## src/rtl/dm9000a_bus_sequencer_pkg.sv

```systemverilog
// dm9000a_pkg: shared encodings for the DM9000A bus sequencer.
//   - command type encodings driven by the Ethernet controller arbitrator
//   - post-command delay codes
//   - sequencer state encoding
//   - small decode helpers for command types and delay codes
package dm9000a_pkg;

  localparam logic [1:0] CMD_REG_WR = 2'd0;
  localparam logic [1:0] CMD_REG_RD = 2'd1;
  localparam logic [1:0] CMD_DAT_WR = 2'd2;
  localparam logic [1:0] CMD_DAT_RD = 2'd3;

  localparam logic [2:0] NO_DELAY   = 3'd0;
  localparam logic [2:0] STD_DELAY  = 3'd1;
  localparam logic [2:0] LONG_DELAY = 3'd2;

  localparam logic [3:0] ST_IDLE       = 4'd0;
  localparam logic [3:0] ST_IDX_SETUP  = 4'd1;
  localparam logic [3:0] ST_IDX_STROBE = 4'd2;
  localparam logic [3:0] ST_IDX_HOLD   = 4'd3;
  localparam logic [3:0] ST_DAT_SETUP  = 4'd4;
  localparam logic [3:0] ST_DAT_STROBE = 4'd5;
  localparam logic [3:0] ST_DAT_HOLD   = 4'd6;
  localparam logic [3:0] ST_POST_DELAY = 4'd7;
  localparam logic [3:0] ST_DONE       = 4'd8;

  function automatic logic cmd_is_read(input logic [1:0] t);
    return (t == CMD_REG_RD) || (t == CMD_DAT_RD);
  endfunction

  // Register accesses need an index phase; data-port accesses do not.
  function automatic logic cmd_has_index(input logic [1:0] t);
    return (t == CMD_REG_WR) || (t == CMD_REG_RD);
  endfunction

  // Codes 2..7 all select the long settling delay.
  function automatic logic delay_is_long(input logic [2:0] d);
    return d >= LONG_DELAY;
  endfunction

endpackage

```

## src/rtl/dm9000a_bus_sequencer_if.sv

```systemverilog
// dm9000a_bus_sequencer_if: command stream from the arbitrator plus the
// DM9000A host-bus pins.
//   master : arbitrator/bus side (drives commands and enet_data_in)
//   slave  : the sequencer (drives strobes, bus data and responses)
interface dm9000a_bus_sequencer_if;
  logic        start_command_in;
  logic [1:0]  command_type_in;
  logic [7:0]  addr_in;
  logic [15:0] dataw_in;
  logic [2:0]  post_command_delay_in;
  logic        ready_out;
  logic        done_out;
  logic [15:0] datar_out;
  logic        enet_cmd_out;
  logic        enet_cs_n_out;
  logic        enet_ior_n_out;
  logic        enet_iow_n_out;
  logic [15:0] enet_data_out;
  logic        enet_data_oe_out;
  logic [15:0] enet_data_in;

  modport master (
    output start_command_in, command_type_in, addr_in, dataw_in,
           post_command_delay_in, enet_data_in,
    input  ready_out, done_out, datar_out, enet_cmd_out, enet_cs_n_out,
           enet_ior_n_out, enet_iow_n_out, enet_data_out, enet_data_oe_out
  );

  modport slave (
    input  start_command_in, command_type_in, addr_in, dataw_in,
           post_command_delay_in, enet_data_in,
    output ready_out, done_out, datar_out, enet_cmd_out, enet_cs_n_out,
           enet_ior_n_out, enet_iow_n_out, enet_data_out, enet_data_oe_out
  );
endinterface

```

## src/rtl/dm9000a_bus_sequencer_timer.sv

```systemverilog
// seq_cycle_timer: loadable down-counter with terminal-count flag.
//   Clock, Reset : clock, synchronous active-high reset (count -> 0)
//   load         : load load_value this cycle
//   load_value   : interval length minus one
//   tc           : count has reached zero
// Loading N-1 on entry to a state gives a state that lasts N cycles when
// the state exits on tc.
module seq_cycle_timer #(
  parameter int unsigned W = 8
) (
  input  logic         Clock,
  input  logic         Reset,
  input  logic         load,
  input  logic [W-1:0] load_value,
  output logic         tc
);

  logic [W-1:0] count;

  always_ff @(posedge Clock) begin
    if (Reset)
      count <= '0;
    else if (load)
      count <= load_value;
    else if (count != '0)
      count <= count - W'(1);
  end

  assign tc = (count == '0);

endmodule

```

## src/rtl/dm9000a_bus_sequencer.sv

```systemverilog
// dm9000a_bus_sequencer: runs one arbitrated command at a time on the
// DM9000A host bus (index phase, data phase, optional settling delay).
//   Clock, Reset : clock, synchronous active-high reset
//   bus (slave)  : command stream in, ready/done/datar out, DM9000A pins
//   rd_count_out, wr_count_out : completed read/write command counters,
//                  present only when DM9000A_SEQ_STATS_EN is defined
module dm9000a_bus_sequencer
  import dm9000a_pkg::*;
#(
  parameter int unsigned SETUP_CYCLES      = 1,
  parameter int unsigned STROBE_CYCLES     = 2,
  parameter int unsigned STD_DELAY_CYCLES  = 4,
  parameter int unsigned LONG_DELAY_CYCLES = 200,
  parameter int unsigned DELAY_W           = 8
) (
  input logic Clock,
  input logic Reset,
  dm9000a_bus_sequencer_if.slave bus
`ifdef DM9000A_SEQ_STATS_EN
  ,
  output logic [15:0] rd_count_out,
  output logic [15:0] wr_count_out
`endif
);

  localparam logic [DELAY_W-1:0] SETUP_LD  = DELAY_W'(SETUP_CYCLES - 1);
  localparam logic [DELAY_W-1:0] STROBE_LD = DELAY_W'(STROBE_CYCLES - 1);
  localparam logic [DELAY_W-1:0] STD_LD    = DELAY_W'(STD_DELAY_CYCLES - 1);
  localparam logic [DELAY_W-1:0] LONG_LD   = DELAY_W'(LONG_DELAY_CYCLES - 1);

  logic [3:0]         state, state_nx;
  logic [1:0]         type_q;
  logic [7:0]         addr_q;
  logic [15:0]        data_q;
  logic [2:0]         delay_q;
  logic [15:0]        datar_q;
  logic               tmr_load, tmr_tc;
  logic [DELAY_W-1:0] tmr_value;
  logic               is_read, idx_phase, dat_phase, accept;

  seq_cycle_timer #(.W(DELAY_W)) u_timer (
    .Clock      (Clock),
    .Reset      (Reset),
    .load       (tmr_load),
    .load_value (tmr_value),
    .tc         (tmr_tc)
  );

  assign accept  = (state == ST_IDLE) && bus.start_command_in;
  assign is_read = cmd_is_read(type_q);

  // The timer is loaded on the transition edge into each timed state.
  always_comb begin
    state_nx  = state;
    tmr_load  = 1'b0;
    tmr_value = '0;
    case (state)
      ST_IDLE:
        if (bus.start_command_in) begin
          tmr_load  = 1'b1;
          tmr_value = SETUP_LD;
          state_nx  = cmd_has_index(bus.command_type_in) ? ST_IDX_SETUP : ST_DAT_SETUP;
        end
      ST_IDX_SETUP:
        if (tmr_tc) begin
          tmr_load  = 1'b1;
          tmr_value = STROBE_LD;
          state_nx  = ST_IDX_STROBE;
        end
      ST_IDX_STROBE:
        if (tmr_tc) state_nx = ST_IDX_HOLD;
      ST_IDX_HOLD: begin
        tmr_load  = 1'b1;
        tmr_value = SETUP_LD;
        state_nx  = ST_DAT_SETUP;
      end
      ST_DAT_SETUP:
        if (tmr_tc) begin
          tmr_load  = 1'b1;
          tmr_value = STROBE_LD;
          state_nx  = ST_DAT_STROBE;
        end
      ST_DAT_STROBE:
        if (tmr_tc) state_nx = ST_DAT_HOLD;
      ST_DAT_HOLD:
        if (delay_q == NO_DELAY) begin
          state_nx = ST_DONE;
        end else begin
          tmr_load  = 1'b1;
          tmr_value = delay_is_long(delay_q) ? LONG_LD : STD_LD;
          state_nx  = ST_POST_DELAY;
        end
      ST_POST_DELAY:
        if (tmr_tc) state_nx = ST_DONE;
      ST_DONE:
        state_nx = ST_IDLE;
      default:
        state_nx = ST_IDLE;
    endcase
  end

  always_ff @(posedge Clock) begin
    if (Reset) begin
      state   <= ST_IDLE;
      type_q  <= '0;
      addr_q  <= '0;
      data_q  <= '0;
      delay_q <= '0;
      datar_q <= '0;
    end else begin
      state <= state_nx;
      if (accept) begin
        type_q  <= bus.command_type_in;
        addr_q  <= bus.addr_in;
        data_q  <= bus.dataw_in;
        delay_q <= bus.post_command_delay_in;
      end
      // Capture on the closing edge of the last strobe cycle.
      if ((state == ST_DAT_STROBE) && tmr_tc && is_read)
        datar_q <= bus.enet_data_in;
    end
  end

  assign idx_phase = (state == ST_IDX_SETUP) || (state == ST_IDX_STROBE) ||
                     (state == ST_IDX_HOLD);
  assign dat_phase = (state == ST_DAT_SETUP) || (state == ST_DAT_STROBE) ||
                     (state == ST_DAT_HOLD);

  always_comb begin
    bus.ready_out        = (state == ST_IDLE);
    bus.done_out         = (state == ST_DONE);
    bus.datar_out        = datar_q;
    bus.enet_cmd_out     = dat_phase;
    bus.enet_cs_n_out    = !(idx_phase || dat_phase);
    bus.enet_iow_n_out   = !((state == ST_IDX_STROBE) ||
                             ((state == ST_DAT_STROBE) && !is_read));
    bus.enet_ior_n_out   = !((state == ST_DAT_STROBE) && is_read);
    bus.enet_data_oe_out = idx_phase || (dat_phase && !is_read);
    bus.enet_data_out    = '0;
    if (idx_phase)
      bus.enet_data_out = {8'h00, addr_q};
    else if (dat_phase && !is_read)
      bus.enet_data_out = data_q;
  end

`ifdef DM9000A_SEQ_STATS_EN
  always_ff @(posedge Clock) begin
    if (Reset) begin
      rd_count_out <= '0;
      wr_count_out <= '0;
    end else if (state == ST_DONE) begin
      if (is_read) rd_count_out <= rd_count_out + 16'd1;
      else         wr_count_out <= wr_count_out + 16'd1;
    end
  end
`endif

endmodule
```

## src/flat_wrapper.sv

```systemverilog
// flat-port wrapper written by rule: the top's interface ports become plain ports
module dm9000a_bus_sequencer_flat import dm9000a_pkg::*;
#(
  parameter int unsigned SETUP_CYCLES      = 1,
  parameter int unsigned STROBE_CYCLES     = 2,
  parameter int unsigned STD_DELAY_CYCLES  = 4,
  parameter int unsigned LONG_DELAY_CYCLES = 200,
  parameter int unsigned DELAY_W           = 8
)
  (Clock, Reset, bus_start_command_in, bus_command_type_in, bus_addr_in, bus_dataw_in, bus_post_command_delay_in, bus_enet_data_in, bus_ready_out, bus_done_out, bus_datar_out, bus_enet_cmd_out, bus_enet_cs_n_out, bus_enet_ior_n_out, bus_enet_iow_n_out, bus_enet_data_out, bus_enet_data_oe_out);
  dm9000a_bus_sequencer_if bus_i ();
  input logic Clock;
  input logic Reset;
  input wire logic [$bits(bus_i.start_command_in)-1:0] bus_start_command_in;
  input wire logic [$bits(bus_i.command_type_in)-1:0] bus_command_type_in;
  input wire logic [$bits(bus_i.addr_in)-1:0] bus_addr_in;
  input wire logic [$bits(bus_i.dataw_in)-1:0] bus_dataw_in;
  input wire logic [$bits(bus_i.post_command_delay_in)-1:0] bus_post_command_delay_in;
  input wire logic [$bits(bus_i.enet_data_in)-1:0] bus_enet_data_in;
  output wire logic [$bits(bus_i.ready_out)-1:0] bus_ready_out;
  output wire logic [$bits(bus_i.done_out)-1:0] bus_done_out;
  output wire logic [$bits(bus_i.datar_out)-1:0] bus_datar_out;
  output wire logic [$bits(bus_i.enet_cmd_out)-1:0] bus_enet_cmd_out;
  output wire logic [$bits(bus_i.enet_cs_n_out)-1:0] bus_enet_cs_n_out;
  output wire logic [$bits(bus_i.enet_ior_n_out)-1:0] bus_enet_ior_n_out;
  output wire logic [$bits(bus_i.enet_iow_n_out)-1:0] bus_enet_iow_n_out;
  output wire logic [$bits(bus_i.enet_data_out)-1:0] bus_enet_data_out;
  output wire logic [$bits(bus_i.enet_data_oe_out)-1:0] bus_enet_data_oe_out;
  assign bus_i.start_command_in = bus_start_command_in;
  assign bus_i.command_type_in = bus_command_type_in;
  assign bus_i.addr_in = bus_addr_in;
  assign bus_i.dataw_in = bus_dataw_in;
  assign bus_i.post_command_delay_in = bus_post_command_delay_in;
  assign bus_i.enet_data_in = bus_enet_data_in;
  assign bus_ready_out = bus_i.ready_out;
  assign bus_done_out = bus_i.done_out;
  assign bus_datar_out = bus_i.datar_out;
  assign bus_enet_cmd_out = bus_i.enet_cmd_out;
  assign bus_enet_cs_n_out = bus_i.enet_cs_n_out;
  assign bus_enet_ior_n_out = bus_i.enet_ior_n_out;
  assign bus_enet_iow_n_out = bus_i.enet_iow_n_out;
  assign bus_enet_data_out = bus_i.enet_data_out;
  assign bus_enet_data_oe_out = bus_i.enet_data_oe_out;
  dm9000a_bus_sequencer #(.SETUP_CYCLES(SETUP_CYCLES), .STROBE_CYCLES(STROBE_CYCLES), .STD_DELAY_CYCLES(STD_DELAY_CYCLES), .LONG_DELAY_CYCLES(LONG_DELAY_CYCLES), .DELAY_W(DELAY_W)) u_core (.Clock(Clock), .Reset(Reset), .bus(bus_i));
endmodule
```

## config.mk

```make
export PLATFORM = sky130hd
export DESIGN_NAME = dm9000a_bus_sequencer_flat
export DESIGN_NICKNAME = d
export VERILOG_FILES = /design/src/rtl/dm9000a_bus_sequencer_pkg.sv /design/src/rtl/dm9000a_bus_sequencer_if.sv /design/src/rtl/dm9000a_bus_sequencer_timer.sv /design/src/rtl/dm9000a_bus_sequencer.sv /design/src/flat_wrapper.sv
export SDC_FILE = /design/constraint.sdc
export NUM_CORES = 1
export LEC_CHECK = 0
export CORE_MARGIN = 3
export CORE_UTILIZATION = 40
export CTS_CLUSTER_DIAMETER = 120
export DETAILED_ROUTE_END_ITERATION = 12
export GPL_ROUTABILITY_DRIVEN = 0
export GPL_TIMING_DRIVEN = 0
export PLACE_DENSITY = 0.71
export REMOVE_ABC_BUFFERS = 1
export SYNTH_ARGS = -nofsm -noshare
export SYNTH_HDL_FRONTEND = slang
export SYNTH_HIERARCHICAL = 1
export SYNTH_SLANG_ARGS = --single-unit
```

## constraint.sdc

```tcl
create_clock -name Clock -period 3.8 [get_ports Clock]
set_input_delay 0.76 -clock Clock [delete_from_list [all_inputs] [get_ports Clock]]
set_output_delay 0.76 -clock Clock [all_outputs]
set_load 0.05 [all_outputs]
```

==> flow_summary.toml <==
[run_status]
status = "finished clean"

[synth]
yosys_register_bits = 56
synth.yosys.warnings = 6
synth-xor-area-share_pct = 1.59
synth_compound_area_share_pct = 14.4
yosysSeqAreaShare_pct = 40.7
yosys.area_share.simple_pct = 26.0
synthMuxAreaShare_pct = 9.82
synth_edf_count = 0
syn_area_mm2 = 0.00275
synthAdderAreaFrac_pct = 0.455
async_reset_ff_share_pct = 0
synth_cells = 325
ys_types = 51
syn_avg_cell_area_um2 = 8.47
synth-main-ff-cell = "dfxtp_1"
synth_top_family_by_area = "simple AND/OR/NAND/NOR gates"

[power_and_ir_drop]
ir_drop_v = 0.000253
power.leakage_nw = 1.50
p_per_area_mw_per_mm2 = 656

[worst_hold_path]
min_from = "u_core/data_q[8]"
min_path_cells = 2
hold_path_class = "flip-flop to flip-flop"
min_to = "u_core/data_q[8]"

[final_layout]
mostFrequentLayoutCell = "clkdlybuf4s50_1"
antenna_cells = 0
final_nets = 446
fin_cells = 475
drive_gt1_share_pct = 7.79
n_fill_cell = 618
area_growth_syn_to_layout_pct = 33.0
most-common-layout-cells = "85 x clkdlybuf4s50_1, 69 x nand2_1, 56 x dfxtp_1"

[clock_tree]
cts_hold_buf = 0
cts_tree = "done"
insertion_delay_ns = 0.31
clk_path_buf_depth = 2
cts.sinks = 56
clk_pin_slew_ns = 0.10
post_cts_buffers = 0
h-tree-depth = 2
cts_resized = 0
root_buffer = "clkbuf_8"
cts_buffers = 5

[route]
viasPerCell = 5.04
route.detailed.drc = 0
wire_per_inst_um = 13.3
drt_wl_total_mm = 6.31
vias = 2395
first_pass_iters = 4
drtIter0Drc = 110
drt.antenna.violating_nets = 0

[global_route]
grt_use_met1_pct = 20.9
grtUsageMet3_pct = 3.69
grt_busiest_layer = "met2"
track_usage_pct = 16.2
grt_start_max_net_pins = 30
overflow = 0
grt_pass1_vias = 2285
antenna_found_initial = 0
grt_pass1_wl_mm = 10.2
gr-usage-met2_pct = 27.0

[setup_path]
cp.required_ns = 3.04
cp_slowest_stage_delay_ns = 0.82
ff2ff_setup_slack_ns = 0.90
critPathMaxFanout = 17
reg2reg_to = "u_core/u_timer/count[4]"
cp.arrival_ns = 2.85
cp_slowest_cell = "clkdlybuf4s50_1"
crit_top_cell = "nor2_1"
reg2regPathDepth = 6
critical_path_class = "flip-flop to output pin"
start_kind = "flip-flop"
critPathLaunch = "u_core/state[1]"
crit_chain = "nor2_1 -> or3_1 -> mux2i_1 -> nor2_1 -> clkdlybuf4s50_1"
reg2reg_from = "u_core/u_timer/count[3]"
endpoint_kind = "output pin"

[timing]
fin_tns_setup_ns = 0
maxSlewViolCount = 0
max_freq_mhz = 277
fin_worst_skew_ns = 0.00964
relSlewSlack_pct = 34.3
period_minus_slack_ns = 3.61
hold_violations = 0
setup_viol = 0
worstMarginPinSlew_ns = 0.986
rsz0062_at_grt = "no"
period_share_pct = 95.0

[place]
dp_cells = 467
dp.final_hpwl_mm = 4.50
port_buffers = 86

[floorplanning]
die_x_um = 89.0
core_area_mm2 = 0.00649
io_pins = 87
num_rows = 29
die-area_mm2 = 0.00791
dieHeight_um = 89.0
initial_core_util_pct = 42.4

[run]
drv_cap = 0
## worst max path at each step
stage	end	slack [ns]	cells after the start
after CTS	bus_enet_data_out[6]	0.19	5
after global routing	bus_enet_data_out[4]	0.02	5
final	bus_enet_data_out[4]	0.19	5
after detailed placement	bus_enet_data_out[6]	0.54	5
after floorplan	bus_enet_cs_n_out	0.97	2
after global placement	u_core/u_timer/count[4]	0.21	3
## area by class of cell
class / instances / area (µm²) / share of cell area [%]
well taps: 77 / 96.3 / 2.63
multi-input cells: 240 / 1450 / 39.6
flip-flops and latches: 56 / 1120 / 30.6
clock buffers: 5 / 68.8 / 1.88
inverters: 7 / 26.3 / 0.717
repair buffers: 87 / 876 / 23.9
clock inverters: 3 / 22.5 / 0.615
## Yosys cell counts, types with 4 or more instances
library cell | count | area [µm²]
nor2_1 | 33 | 124
o32ai_1 | 4 | 35.0
buf_6 | 6 | 67.6
nor3_1 | 13 | 65.1
a21oi_1 | 25 | 125
buf_2 | 6 | 30.0
nand2_1 | 69 | 259
inv_1 | 6 | 22.5
and3_1 | 8 | 50.1
clkbuf_1 | 8 | 30.0
dfxtp_1 | 56 | 1120
a21oi_2 | 10 | 87.6
mux2i_1 | 27 | 270
## per-stage QoR
step,hold WS (ns),total power [W],util (%),worst slack [ns],instance area [µm²]
2_1_floorplan,0.426,0.00173,-,0.966,2600
3_3_place_gp,0.437,0.00206,54.7,0.205,3560
3_5_place_dp,0.443,0.00209,55.0,0.543,3570
4_1_cts,0.457,0.00242,56.4,0.195,3660
5_1_grt,0.479,0.00257,56.4,0.0203,3660
6_report,0.455,0.00240,56.4,0.188,3660
## routing by layer
layer	vias up	share of wire [%]	wire (µm)
met5	-	0	0
met4	0	1.1	71
met3	5	5.2	326
met2	57	47	2970
met1	1091	47	2950
li1	1242	-	-
## critical path, delay by kind of cell (launching register included)
family,cells,cell delay [ns]
buffers and inverters,1,0.82
AND/OR/NAND/NOR,3,0.79
flip-flops,1,0.74
multiplexers,1,0.19
## registers in the layout, indices dropped and copies added (netlist names)
register / cells
u_core/bus.datar_out: 16
u_core/data_q: 16
u_core/addr_q: 8
u_core/u_timer/count: 8
u_core/state: 4
u_core/delay_q: 3
u_core/type_q: 1
## report_power, final
part,total (W),switching (W),internal (W)
clock,0.000332,0.000199,0.000133
combinational,0.00124,0.000754,0.000487
sequential,0.000832,0.000135,0.000697
## cell families after synthesis
logic type,Yosys count
muxes,27
other,1
xor gates and xnor gates,5
adders and majority gates,1
and+or+nand+nor,147
AOI/OAI and AO/OA,57
buffers and inverters,31
DFF,56
Power figures use the tool's default switching activity.
